--- config.mk ---
export PLATFORM = sky130hd
export DESIGN_NAME = mcpu_ctrl_flat
export DESIGN_NICKNAME = d
export VERILOG_FILES = /design/src/rtl/mcpu_pkg.sv /design/src/rtl/mcpu_if.sv /design/src/rtl/mcpu_decode.sv /design/src/rtl/mcpu_ctrl.sv /design/src/flat_wrapper.sv
export SDC_FILE = /design/constraint.sdc
export NUM_CORES = 1
export LEC_CHECK = 0
export BUFFER_PORTS_ARGS = -buffer_cell sky130_fd_sc_hd__buf_2
export CORE_MARGIN = 1
export CORE_UTILIZATION = 30
export DETAILED_ROUTE_END_ITERATION = 12
export PLACE_DENSITY = 0.62
export SYNTH_ARGS = -nofsm -noshare
export SYNTH_HDL_FRONTEND = slang
export SYNTH_SLANG_ARGS = --single-unit
--- constraint.sdc ---
create_clock -name clk -period 2.4 [get_ports clk]
set_clock_uncertainty 0.15 [all_clocks]
set_input_delay 0.12 -clock clk [delete_from_list [all_inputs] [get_ports clk]]
set_output_delay 0.12 -clock clk [all_outputs]
set_load 0.05 [all_outputs]
--- src/rtl/mcpu_pkg.sv ---
// Shared encodings for the multi-cycle MIPS-subset controller: FSM states,
// ALU operation codes, instruction classes and opcode/funct constants.
package mcpu_pkg;

  typedef enum logic [2:0] {
    S_IF   = 3'd0,
    S_ID   = 3'd1,
    S_EX   = 3'd2,
    S_MEM  = 3'd3,
    S_WB   = 3'd4,
    S_HALT = 3'd5
  } state_t;

  localparam logic [2:0] ALU_AND = 3'b000;
  localparam logic [2:0] ALU_OR  = 3'b001;
  localparam logic [2:0] ALU_XOR = 3'b010;
  localparam logic [2:0] ALU_NOR = 3'b011;
  localparam logic [2:0] ALU_ADD = 3'b100;
  localparam logic [2:0] ALU_SUB = 3'b101;
  localparam logic [2:0] ALU_SLT = 3'b110;
  localparam logic [2:0] ALU_SLL = 3'b111;

  // Instruction class decides the path through EX/MEM/WB.
  typedef enum logic [2:0] {
    CLS_ALU = 3'd0,
    CLS_LW  = 3'd1,
    CLS_SW  = 3'd2,
    CLS_BEQ = 3'd3,
    CLS_J   = 3'd4
  } inst_cls_t;

  localparam logic [5:0] OP_RTYPE = 6'h00;
  localparam logic [5:0] OP_J     = 6'h02;
  localparam logic [5:0] OP_BEQ   = 6'h04;
  localparam logic [5:0] OP_ADDI  = 6'h08;
  localparam logic [5:0] OP_ANDI  = 6'h0C;
  localparam logic [5:0] OP_ORI   = 6'h0D;
  localparam logic [5:0] OP_XORI  = 6'h0E;
  localparam logic [5:0] OP_LW    = 6'h23;
  localparam logic [5:0] OP_SW    = 6'h2B;

  localparam logic [5:0] FN_SLL = 6'h00;
  localparam logic [5:0] FN_ADD = 6'h20;
  localparam logic [5:0] FN_SUB = 6'h22;
  localparam logic [5:0] FN_AND = 6'h24;
  localparam logic [5:0] FN_OR  = 6'h25;
  localparam logic [5:0] FN_XOR = 6'h26;
  localparam logic [5:0] FN_NOR = 6'h27;
  localparam logic [5:0] FN_SLT = 6'h2A;

  // Only the signed arithmetic ops (ADD, SUB, ADDI) trap on overflow; they are
  // exactly the ALU-class instructions whose operation is ADD or SUB.
  function automatic logic is_ovf_op(input inst_cls_t cls, input logic [2:0] op);
    return (cls == CLS_ALU) && ((op == ALU_ADD) || (op == ALU_SUB));
  endfunction

endpackage

--- src/rtl/mcpu_if.sv ---
// Controller <-> datapath/instruction-source signal bundle.
// master = controller side, slave = datapath / instruction source side.
interface mcpu_if #(parameter int ICNT_W = 16);
  logic              run;
  logic              inst_ack;
  logic [31:0]       inst_code;
  logic              zf;
  logic              of;
  logic              inst_req;
  logic              ir_write;
  logic              pc_write;
  logic              pc_branch;
  logic              reg_we;
  logic              mem_we;
  logic              mem_re;
  logic [2:0]        alu_op;
  logic              alu_src_imm;
  logic              imm_zext;
  logic              wb_sel_mem;
  logic [4:0]        r_addr_a;
  logic [4:0]        r_addr_b;
  logic [4:0]        w_addr;
  logic [2:0]        state;
  logic              illegal;
  logic              ovf_trap;
  logic [ICNT_W-1:0] icount;

  modport master (
    input  run, inst_ack, inst_code, zf, of,
    output inst_req, ir_write, pc_write, pc_branch, reg_we, mem_we, mem_re,
           alu_op, alu_src_imm, imm_zext, wb_sel_mem, r_addr_a, r_addr_b,
           w_addr, state, illegal, ovf_trap, icount
  );

  modport slave (
    output run, inst_ack, inst_code, zf, of,
    input  inst_req, ir_write, pc_write, pc_branch, reg_we, mem_we, mem_re,
           alu_op, alu_src_imm, imm_zext, wb_sel_mem, r_addr_a, r_addr_b,
           w_addr, state, illegal, ovf_trap, icount
  );
endinterface

--- src/rtl/mcpu_decode.sv ---
// Combinational instruction decoder: maps the latched IR to ALU operation,
// operand/write-back selects, destination register and instruction class.
module mcpu_decode
  import mcpu_pkg::*;
(
  input  logic [31:0] ir,
  output logic [2:0]  alu_op,
  output logic        alu_src_imm,
  output logic        imm_zext,
  output logic        wb_sel_mem,
  output logic [4:0]  w_addr,
  output inst_cls_t   cls,
  output logic        illegal
);

  logic [5:0] opcode;
  logic [5:0] funct;
  logic       unused_bits;

  assign opcode = ir[31:26];
  assign funct  = ir[5:0];
  // rs feeds the register file directly; shamt/immediate go to the datapath.
  assign unused_bits = ^{ir[25:21], ir[10:6]};

  // Opcode/funct table lookup; anything not listed is flagged illegal.
  always_comb begin
    alu_op      = ALU_AND;
    alu_src_imm = 1'b0;
    imm_zext    = 1'b0;
    wb_sel_mem  = 1'b0;
    w_addr      = ir[15:11];
    cls         = CLS_ALU;
    illegal     = 1'b0;
    case (opcode)
      OP_RTYPE: begin
        case (funct)
          FN_AND:  alu_op = ALU_AND;
          FN_OR:   alu_op = ALU_OR;
          FN_XOR:  alu_op = ALU_XOR;
          FN_NOR:  alu_op = ALU_NOR;
          FN_ADD:  alu_op = ALU_ADD;
          FN_SUB:  alu_op = ALU_SUB;
          FN_SLT:  alu_op = ALU_SLT;
          FN_SLL:  alu_op = ALU_SLL;
          default: illegal = 1'b1;
        endcase
      end
      OP_ADDI: begin alu_op = ALU_ADD; alu_src_imm = 1'b1; w_addr = ir[20:16]; end
      OP_ANDI: begin alu_op = ALU_AND; alu_src_imm = 1'b1; imm_zext = 1'b1; w_addr = ir[20:16]; end
      OP_ORI:  begin alu_op = ALU_OR;  alu_src_imm = 1'b1; imm_zext = 1'b1; w_addr = ir[20:16]; end
      OP_XORI: begin alu_op = ALU_XOR; alu_src_imm = 1'b1; imm_zext = 1'b1; w_addr = ir[20:16]; end
      OP_LW: begin
        alu_op = ALU_ADD; alu_src_imm = 1'b1; wb_sel_mem = 1'b1;
        w_addr = ir[20:16]; cls = CLS_LW;
      end
      OP_SW:   begin alu_op = ALU_ADD; alu_src_imm = 1'b1; w_addr = ir[20:16]; cls = CLS_SW; end
      OP_BEQ:  begin alu_op = ALU_SUB; w_addr = ir[20:16]; cls = CLS_BEQ; end
      OP_J:    cls = CLS_J;
      default: illegal = 1'b1;
    endcase
  end

endmodule

--- src/rtl/mcpu_ctrl.sv ---
// Multi-cycle controller FSM: IF -> ID -> EX -> [MEM] -> [WB] -> IF, with
// sticky illegal/overflow traps into HALT and a retired-instruction counter.
module mcpu_ctrl
  import mcpu_pkg::*;
#(
  parameter int ICNT_W = 16
) (
  input  logic     clk,
  input  logic     rst,
  mcpu_if.master   bus
);

  state_t            state_q, state_d;
  logic [31:0]       ir_q, ir_d;
  logic [ICNT_W-1:0] icount_q, icount_d;
  logic              illegal_q, illegal_d;
  logic              ovf_q, ovf_d;

  logic [2:0]        dec_alu_op;
  logic              dec_src_imm, dec_zext, dec_wb_mem, dec_illegal;
  logic [4:0]        dec_w_addr;
  inst_cls_t         dec_cls;

  logic inst_req_c, ir_write_c, pc_write_c, pc_branch_c;
  logic reg_we_c, mem_we_c, mem_re_c, retire_c, in_op;

  mcpu_decode u_decode (
    .ir          (ir_q),
    .alu_op      (dec_alu_op),
    .alu_src_imm (dec_src_imm),
    .imm_zext    (dec_zext),
    .wb_sel_mem  (dec_wb_mem),
    .w_addr      (dec_w_addr),
    .cls         (dec_cls),
    .illegal     (dec_illegal)
  );

  // Next-state, strobe and counter logic; strobes depend on state and IR only,
  // plus the handshake/flag inputs that qualify them in IF and EX.
  always_comb begin
    state_d     = state_q;
    ir_d        = ir_q;
    icount_d    = icount_q;
    illegal_d   = illegal_q;
    ovf_d       = ovf_q;
    inst_req_c  = 1'b0;
    ir_write_c  = 1'b0;
    pc_write_c  = 1'b0;
    pc_branch_c = 1'b0;
    reg_we_c    = 1'b0;
    mem_we_c    = 1'b0;
    mem_re_c    = 1'b0;
    retire_c    = 1'b0;
    case (state_q)
      S_IF: begin
        if (bus.run && !illegal_q && !ovf_q) begin
          inst_req_c = 1'b1;
          if (bus.inst_ack) begin
            ir_write_c = 1'b1;
            pc_write_c = 1'b1;
            ir_d       = bus.inst_code;
            state_d    = S_ID;
          end
        end
      end
      S_ID: begin
        if (dec_illegal) begin
          illegal_d = 1'b1;
          state_d   = S_HALT;
        end else begin
          state_d = S_EX;
        end
      end
      S_EX: begin
        case (dec_cls)
          CLS_BEQ: begin pc_branch_c = bus.zf; retire_c = 1'b1; end
          CLS_J:   begin pc_branch_c = 1'b1;   retire_c = 1'b1; end
          CLS_LW, CLS_SW: state_d = S_MEM;
          default: begin
            if (is_ovf_op(dec_cls, dec_alu_op) && bus.of) begin
              ovf_d   = 1'b1;
              state_d = S_HALT;
            end else begin
              state_d = S_WB;
            end
          end
        endcase
      end
      S_MEM: begin
        if (dec_cls == CLS_LW) begin
          mem_re_c = 1'b1;
          state_d  = S_WB;
        end else begin
          mem_we_c = 1'b1;
          retire_c = 1'b1;
        end
      end
      S_WB: begin
        reg_we_c = (dec_w_addr != 5'd0);
        retire_c = 1'b1;
      end
      S_HALT:  state_d = S_HALT;
      default: state_d = S_IF;
    endcase
    if (retire_c) begin
      icount_d = icount_q + ICNT_W'(1);
      state_d  = S_IF;
    end
  end

  // State registers; reset discards any in-flight instruction.
  always_ff @(posedge clk or posedge rst) begin
    if (rst) begin
      state_q   <= S_IF;
      ir_q      <= '0;
      icount_q  <= '0;
      illegal_q <= 1'b0;
      ovf_q     <= 1'b0;
    end else begin
      state_q   <= state_d;
      ir_q      <= ir_d;
      icount_q  <= icount_d;
      illegal_q <= illegal_d;
      ovf_q     <= ovf_d;
    end
  end

  // Decoded controls are only presented while an instruction is in flight.
  assign in_op = (state_q == S_ID) || (state_q == S_EX) ||
                 (state_q == S_MEM) || (state_q == S_WB);

  // Strobes are forced low while reset is held so nothing leaks mid-reset.
  assign bus.inst_req    = inst_req_c  & ~rst;
  assign bus.ir_write    = ir_write_c  & ~rst;
  assign bus.pc_write    = pc_write_c  & ~rst;
  assign bus.pc_branch   = pc_branch_c & ~rst;
  assign bus.reg_we      = reg_we_c    & ~rst;
  assign bus.mem_we      = mem_we_c    & ~rst;
  assign bus.mem_re      = mem_re_c    & ~rst;
  assign bus.alu_op      = in_op ? dec_alu_op : ALU_AND;
  assign bus.alu_src_imm = in_op & dec_src_imm;
  assign bus.imm_zext    = in_op & dec_zext;
  assign bus.wb_sel_mem  = (state_q == S_WB) & dec_wb_mem;
  assign bus.r_addr_a    = ir_q[25:21];
  assign bus.r_addr_b    = ir_q[20:16];
  assign bus.w_addr      = dec_w_addr;
  assign bus.state       = state_q;
  assign bus.illegal     = illegal_q;
  assign bus.ovf_trap    = ovf_q;
  assign bus.icount      = icount_q;

endmodule

--- src/flat_wrapper.sv ---
// flat-port wrapper written by rule: the top's interface ports become plain ports
module mcpu_ctrl_flat import mcpu_pkg::*;
#(
  parameter int ICNT_W = 16
)
  (clk, rst, bus_run, bus_inst_ack, bus_inst_code, bus_zf, bus_of, bus_inst_req, bus_ir_write, bus_pc_write, bus_pc_branch, bus_reg_we, bus_mem_we, bus_mem_re, bus_alu_op, bus_alu_src_imm, bus_imm_zext, bus_wb_sel_mem, bus_r_addr_a, bus_r_addr_b, bus_w_addr, bus_state, bus_illegal, bus_ovf_trap, bus_icount);
  mcpu_if #(.ICNT_W(ICNT_W)) bus_i ();
  input  logic clk;
  input  logic rst;
  input wire logic [$bits(bus_i.run)-1:0] bus_run;
  input wire logic [$bits(bus_i.inst_ack)-1:0] bus_inst_ack;
  input wire logic [$bits(bus_i.inst_code)-1:0] bus_inst_code;
  input wire logic [$bits(bus_i.zf)-1:0] bus_zf;
  input wire logic [$bits(bus_i.of)-1:0] bus_of;
  output wire logic [$bits(bus_i.inst_req)-1:0] bus_inst_req;
  output wire logic [$bits(bus_i.ir_write)-1:0] bus_ir_write;
  output wire logic [$bits(bus_i.pc_write)-1:0] bus_pc_write;
  output wire logic [$bits(bus_i.pc_branch)-1:0] bus_pc_branch;
  output wire logic [$bits(bus_i.reg_we)-1:0] bus_reg_we;
  output wire logic [$bits(bus_i.mem_we)-1:0] bus_mem_we;
  output wire logic [$bits(bus_i.mem_re)-1:0] bus_mem_re;
  output wire logic [$bits(bus_i.alu_op)-1:0] bus_alu_op;
  output wire logic [$bits(bus_i.alu_src_imm)-1:0] bus_alu_src_imm;
  output wire logic [$bits(bus_i.imm_zext)-1:0] bus_imm_zext;
  output wire logic [$bits(bus_i.wb_sel_mem)-1:0] bus_wb_sel_mem;
  output wire logic [$bits(bus_i.r_addr_a)-1:0] bus_r_addr_a;
  output wire logic [$bits(bus_i.r_addr_b)-1:0] bus_r_addr_b;
  output wire logic [$bits(bus_i.w_addr)-1:0] bus_w_addr;
  output wire logic [$bits(bus_i.state)-1:0] bus_state;
  output wire logic [$bits(bus_i.illegal)-1:0] bus_illegal;
  output wire logic [$bits(bus_i.ovf_trap)-1:0] bus_ovf_trap;
  output wire logic [$bits(bus_i.icount)-1:0] bus_icount;
  assign bus_i.run = bus_run;
  assign bus_i.inst_ack = bus_inst_ack;
  assign bus_i.inst_code = bus_inst_code;
  assign bus_i.zf = bus_zf;
  assign bus_i.of = bus_of;
  assign bus_inst_req = bus_i.inst_req;
  assign bus_ir_write = bus_i.ir_write;
  assign bus_pc_write = bus_i.pc_write;
  assign bus_pc_branch = bus_i.pc_branch;
  assign bus_reg_we = bus_i.reg_we;
  assign bus_mem_we = bus_i.mem_we;
  assign bus_mem_re = bus_i.mem_re;
  assign bus_alu_op = bus_i.alu_op;
  assign bus_alu_src_imm = bus_i.alu_src_imm;
  assign bus_imm_zext = bus_i.imm_zext;
  assign bus_wb_sel_mem = bus_i.wb_sel_mem;
  assign bus_r_addr_a = bus_i.r_addr_a;
  assign bus_r_addr_b = bus_i.r_addr_b;
  assign bus_w_addr = bus_i.w_addr;
  assign bus_state = bus_i.state;
  assign bus_illegal = bus_i.illegal;
  assign bus_ovf_trap = bus_i.ovf_trap;
  assign bus_icount = bus_i.icount;
  mcpu_ctrl #(.ICNT_W(ICNT_W)) u_core (.clk(clk), .rst(rst), .bus(bus_i));
endmodule
==> results.sh, run 1 <==
export IMPL_cp_start_kind="register"
export IMPL_final_core_util=0.415
export IMPL_ys_warn_count=0
export IMPL_period_share=0.975
export IMPL_syn_avg_cell_area_um2=10.4
export IMPL_drive_gt1_frac=0.400
export IMPL_grt_max_degree=34
export IMPL_io_pins=87
export IMPL_r2r_cells=6
export IMPL_grt_pass1_vias=2247
export IMPL_setup_tns_ns=0
export IMPL_hpwl_um=4930
export IMPL_crit_path_end_kind="primary output"
export IMPL_synth_fp_nets=313
export IMPL_placed_cells=450
export IMPL_vias_per_cell=4.91
export IMPL_hold_viol=0
export IMPL_die_w_um=99.3
export IMPL_clk_pin_slew_ns=0.10
export IMPL_drtIter0Drc=73
export IMPL_holdWs_ns=0.155
export IMPL_cts_root_buf="clkbuf_8"
export IMPL_grt_ovfl_total=0
export IMPL_dieHeight_um=99.3
export IMPL_max_freq_ghz=0.427
export IMPL_n_antenna_cell=0
export IMPL_power_density_nw_per_um2=1150
export IMPL_worstPathRequired_ns=2.13
export IMPL_antenna_found_initial=0
export IMPL_status="completed"
export IMPL_synth_mux_area_fraction=0.141
export IMPL_synthArstFlopShare=1.00
export IMPL_cts_tree="yes"
export IMPL_synthAdderAreaFrac=0.00440
export IMPL_dr_pass1_iters=5
export IMPL_gp_congestion=0.834
export IMPL_synth_area_um2=2840
export IMPL_ys_ff_latch=48
export IMPL_route_detailed_drc=0
export IMPL_fin_area_um2=3820
export IMPL_min_period_ns=2.34
export IMPL_port_buffers=81
export IMPL_seq_area_um2=1210
export IMPL_synth_area_leaders="dfrtp_1 42%, mux2_2 11%, buf_4 3.4%, xnor2_1 3.4%, nand2_1 2.5%"
export IMPL_synth_cells=274
export IMPL_nNetsFinal=418
export IMPL_maxSlewHeadroom=0.650
export IMPL_seq_area_frac_synth=0.423
export IMPL_hold_class="in -> reg"
export IMPL_rsz0062_at_grt="false"
export IMPL_crit_fanout=8
export IMPL_tightestPinTransition_ns=0.520
export IMPL_postRouteAntennaNets=0
export IMPL_crit_type="reg -> out"
export IMPL_power_mw=4.38
export IMPL_clk_path_buf_depth=2
export IMPL_syn_to_final_growth_pct=34.4
export IMPL_ys_types=57
export IMPL_holdPathStages=4
export IMPL_rows=35
export IMPL_multi_input_area_um2=1520
export IMPL_grt_use_total=0.142
export IMPL_setup_violations=0
export IMPL_arrival_ns=2.07
export IMPL_num_fill_cells=904
export IMPL_slew_viol_final=0
export IMPL_synth_top_family_by_area="simple AND/OR/NAND/NOR gates"
export IMPL_synth_common_cells="48 x dfrtp_1, 27 x mux2_2, 19 x nand2_1"
export IMPL_yosys_area_share_simple=0.214
export IMPL_dieArea_um2=9860
export IMPL_h_tree_depth=2
export IMPL_p_leak_nw=1.81
export IMPL_drv_cap=0
export IMPL_pre_cts_slack_ns=0.190
export IMPL_yosys_most_used_dff="dfrtp_1"
export IMPL_core_area_um2=9200
export IMPL_cts_sinks=48
export IMPL_fin_cells=491
export IMPL_synth_top_cell_by_area="dfrtp_1"
export IMPL_initial_core_util=0.309
export IMPL_numCtsBuffers=5
export IMPL_yosys_cell_count_top_type="dfrtp_1"
export IMPL_dr_total_vias=2411
export IMPL_synth_compound_area_frac=0.0982
export IMPL_grt_pass1_wl_um=11100
export IMPL_ir_drop_mv=0.609
export IMPL_drt_wl_total_um=6970
export IMPL_finalWorstSetupSlack_ns=0.0592
export IMPL_wire_per_inst_um=14.2
export IMPL_placed_area_um2=3320
export IMPL_synth_top_area_share=0.423
export IMPL_synth_xor_area_share=0.0586
export IMPL_clock_latency_ns=0.31
export IMPL_synth_edf_count=0
final cells by class:
type | count | share of cell area
well taps | 111 | 0.0364
repair buffers | 123 | 0.212
multi-input cells | 200 | 0.398
clock inverters | 3 | 0.0180
flip-flops and latches | 48 | 0.317
clock buffers | 5 | 0.0180
inverters | 1 | 0.000983
flip-flops by register name, indices dropped and copies added, names as in the netlist:
signal and cells:
u_core.bus.icount 16, u_core.bus.state 3, u_core.bus.illegal 1, u_core.bus.ovf_trap 1
u_core.ir_q 27
kinds of logic (layout without fill, tap and decap cells):
group	count (synthesis)	in the layout
and+or+nand+nor	105	105
AOI/OAI and AO/OA	39	39
DFF	48	48
buffers and inverters	26	132
adders and majority gates	1	1
muxes	36	36
xor gates and xnor gates	19	19
where the power goes:
group | leakage [nW] | internal, mW | switching (mW)
Combinational | 1.13 | 0.831 | 1.38
Sequential | 0.609 | 1.08 | 0.381
Clock | 0.0687 | 0.420 | 0.295
worst max-delay path: stages, from the launching register on:
cell	delay, ns
dfrtp_2	0.47
buf_4	0.18
nand2_1	0.08
a21oi_1	0.06
or3b_2	0.45
a21boi_1	0.26
buf_4	0.25
routing by layer:
metal,global-route usage,vias up,share of wire
met3,0.0323,9,0.046
met5,0,-,0
met4,0.0475,0,0.017
met2,0.234,51,0.49
met1,0.183,1168,0.45
li1,-,1183,-
path summary, 6_finish.rpt:
check	startpoint	endpoint	slack (ns)
worst max-delay path	u_core.ir_q[26]$_DFFE_PP0P_	bus_alu_src_imm	0.06
worst min-delay path	bus_of	u_core.bus.state[0]$_DFFE_PP0P_	0.16
worst max register to register	u_core.ir_q[29]$_DFFE_PP0P_	u_core.bus.icount[5]$_DFFE_PP0P_	0.31
worst min register to register	u_core.bus.icount[15]$_DFFE_PP0P_	u_core.bus.icount[15]$_DFFE_PP0P_	0.32
max in group asynchronous	rst	u_core.ir_q[31]$_DFFE_PP0P_	1.39
min in group asynchronous	rst	u_core.ir_q[21]$_DFFE_PP0P_	0.20
cell usage in the layout (no fill, tap or decap), types with 2 or more instances in the layout:
cell	Yosys	routed
mux2i_1	3	3
dlygate4sd3_1	0	28
and3_1	6	6
nand3_1	10	10
dfrtp_2	0	6
mux2_2	27	27
nor3_1	6	5
a21oi_1	8	8
nor3_2	1	2
nor4_1	4	2
buf_4	13	14
xnor2_1	11	11
a21o_1	3	2
nand2b_1	7	7
or4_1	2	2
xor2_1	8	8
o21ai_0	10	10
nand4_1	6	6
nor2_1	17	15
buf_2	8	78
a211o_1	2	2
nor4b_2	1	2
clkbuf_4	0	2
nand3b_1	2	2
dfrtp_1	48	42
and4_1	2	2
bufinv_16	0	2
nand2_1	19	19
nor4_2	1	2
clkbuf_8	0	5
mux2_1	6	6
a31oi_1	2	2
nor2b_1	9	9
repair_timing:
item                                    CTS  global route
endpoints found under the setup margin   10            10
pin swaps                                 0             0
buffers inserted                          0             5
hold endpoints to repair                 68             0
hold buffers                             28             0
resized for setup                         9             7
Note: power is estimated with default switching activity, not from simulation.
==> run 2, diff against run 1 <==
- RECOVER_POWER: unset -> 100
==> run 2 against run 1 <==
Effect of this change:
- highest routed layer unchanged
- total power shrank 1.4%
- largest power group unchanged
- flip-flop and latch count is the same
- clock-buffer cell count is the same
==> results.sh, run 2 (synthesis gave the netlist of run 1 again) <==
export IMPL_drv_cap=0
export IMPL_gp_congestion=0.834
export IMPL_rrSetupSlack_ns=0.19
export IMPL_cts_tree="yes"
export IMPL_numCtsBuffers=5
export IMPL_drtIter0Drc=81
export IMPL_cp_slowest_stage_delay_ns=0.47
export IMPL_rsz0062_at_grt="false"
export IMPL_dieHeight_um=99.3
export IMPL_power_density_nw_per_um2=1150
export IMPL_status="completed"
export IMPL_clock_latency_ns=0.31
export IMPL_core_area_um2=9200
export IMPL_grt_max_degree=34
export IMPL_placed_area_um2=3320
export IMPL_antenna_found_initial=0
export IMPL_grt_ovfl_total=0
export IMPL_hpwl_um=4930
export IMPL_dr_total_vias=2401
export IMPL_cp_start_kind="register"
export IMPL_clk_pin_slew_ns=0.10
export IMPL_drive_gt1_frac=0.305
export IMPL_tightestPinTransition_ns=0.844
export IMPL_pre_cts_slack_ns=0.190
export IMPL_setup_violations=0
export IMPL_final_common_cell="dfrtp_1"
export IMPL_max_freq_ghz=0.427
export IMPL_num_fill_cells=923
export IMPL_largest_register="u_core.ir_q"
export IMPL_setup_tns_ns=0
export IMPL_worstPathRequired_ns=2.13
export IMPL_power_mw=4.32
export IMPL_maxSlewHeadroom=0.437
export IMPL_dr_pass1_iters=4
export IMPL_cts_sinks=48
export IMPL_arrival_ns=2.07
export IMPL_ir_drop_mv=0.611
export IMPL_slew_viol_final=0
export IMPL_period_share=0.975
export IMPL_h_tree_depth=2
export IMPL_hp_start="bus_of"
export IMPL_port_buffers=81
export IMPL_grt_use_total=0.142
export IMPL_fin_area_um2=3750
export IMPL_crit_chain="buf_4 -> nand2_1 -> a21oi_1 -> or3b_2 -> a21boi_1 -> buf_4"
export IMPL_min_to="u_core.bus.state[0]$_DFFE_PP0P_"
export IMPL_route_detailed_drc=0
export IMPL_drt_wl_total_um=6960
export IMPL_hold_class="in -> reg"
export IMPL_dieArea_um2=9860
export IMPL_grt_pass1_vias=2247
export IMPL_p_leak_nw=1.67
export IMPL_path_common_cell="buf_4"
export IMPL_initial_core_util=0.309
export IMPL_clk_path_buf_depth=2
export IMPL_cts_root_buf="clkbuf_8"
export IMPL_largest_reg_flops=27
export IMPL_rr_endpoint="u_core.bus.icount[1]$_DFFE_PP0P_"
export IMPL_n_antenna_cell=0
export IMPL_io_pins=87
export IMPL_grt_pass1_wl_um=11100
export IMPL_min_period_ns=2.34
export IMPL_vias_per_cell=4.89
export IMPL_die_w_um=99.3
export IMPL_crit_slowest_cell="dfrtp_2"
export IMPL_postRouteAntennaNets=0
export IMPL_finalWorstSetupSlack_ns=0.0602
export IMPL_wire_per_inst_um=14.2
export IMPL_nNetsFinal=418
export IMPL_r2r_start="u_core.ir_q[29]$_DFFE_PP0P_"
export IMPL_final_cell_mix="42 x dfrtp_1, 39 x buf_2, 34 x clkbuf_1, 28 x dlygate4sd3_1, 27 x mux2_2"
export IMPL_rows=35
export IMPL_holdPathStages=4
export IMPL_cp_buffers_inverters=2
export IMPL_crit_type="reg -> out"
export IMPL_cpLargestDelayFamily="simple AND/OR/NAND/NOR gates"
export IMPL_r2r_cells=6
export IMPL_hold_viol=0
export IMPL_crit_fanout=8
export IMPL_syn_to_final_growth_pct=31.8
export IMPL_crit_path_end_kind="primary output"
[run 2: worst register-to-register path, stage by stage (launching register included)]
cell,delay [ns]
dfrtp_2,0.47
clkbuf_1,0.17
or2_0,0.26
nor3_1,0.23
mux2i_1,0.12
a21boi_0,0.34
mux2_1,0.37
[run 2: worst max path at each step]
stage,start,endpoint,depth (start not counted)
after floorplan,u_core.bus.state[0]$_DFFE_PP0P_,bus_reg_we,5
after global placement,u_core.ir_q[26]$_DFFE_PP0P_,bus_w_addr[1],6
after detailed placement,u_core.ir_q[26]$_DFFE_PP0P_,bus_w_addr[1],6
after CTS,u_core.ir_q[26]$_DFFE_PP0P_,bus_w_addr[1],6
after global routing,u_core.ir_q[27]$_DFFE_PP0P_,bus_w_addr[0],6
final,u_core.ir_q[26]$_DFFE_PP0P_,bus_alu_src_imm,6
[run 2: area by class of cell]
cell class,count,area (um2),share of cell area
Multi-Input combinational cell,200,1510,0.404
Tap cell,111,139,0.0371
Clock buffer,5,68.8,0.0184
Timing Repair Buffer,123,743,0.198
Clock inverter,3,68.8,0.0184
Sequential cell,48,1210,0.323
Inverter,1,3.75,0.00100
[run 2: timing repair]
action | in CTS | in global routing
hold buffers | 28 | 0
hold endpoints to repair | 68 | 0
setup endpoints to repair | 10 | 10
setup buffers | 0 | 5
pin swaps | 0 | 0
resized for setup | 9 | 7
[run 2: metrics by stage]
stage | hold slack, ns | std cells | utilization
CTS | 0.157 | 486 | 0.408
global placement | -0.0107 | 450 | 0.361
finish | 0.156 | 491 | 0.407
detailed placement | -0.0118 | 450 | 0.361
global route | 0.190 | 491 | 0.407
floorplan | 0.120 | 274 | -
[run 2: layer usage]
metal | share of wire | up-vias | GRT usage
met3 | 0.048 | 9 | 0.0323
li1 | - | 1185 | -
met4 | 0.017 | 0 | 0.0475
met2 | 0.49 | 58 | 0.234
met5 | 0 | - | 0
met1 | 0.45 | 1149 | 0.183
[run 2: where the power goes]
group          switching [mW]  internal [mW]
logic                    1.37          0.774
clock network           0.296          0.420
registers               0.382           1.08
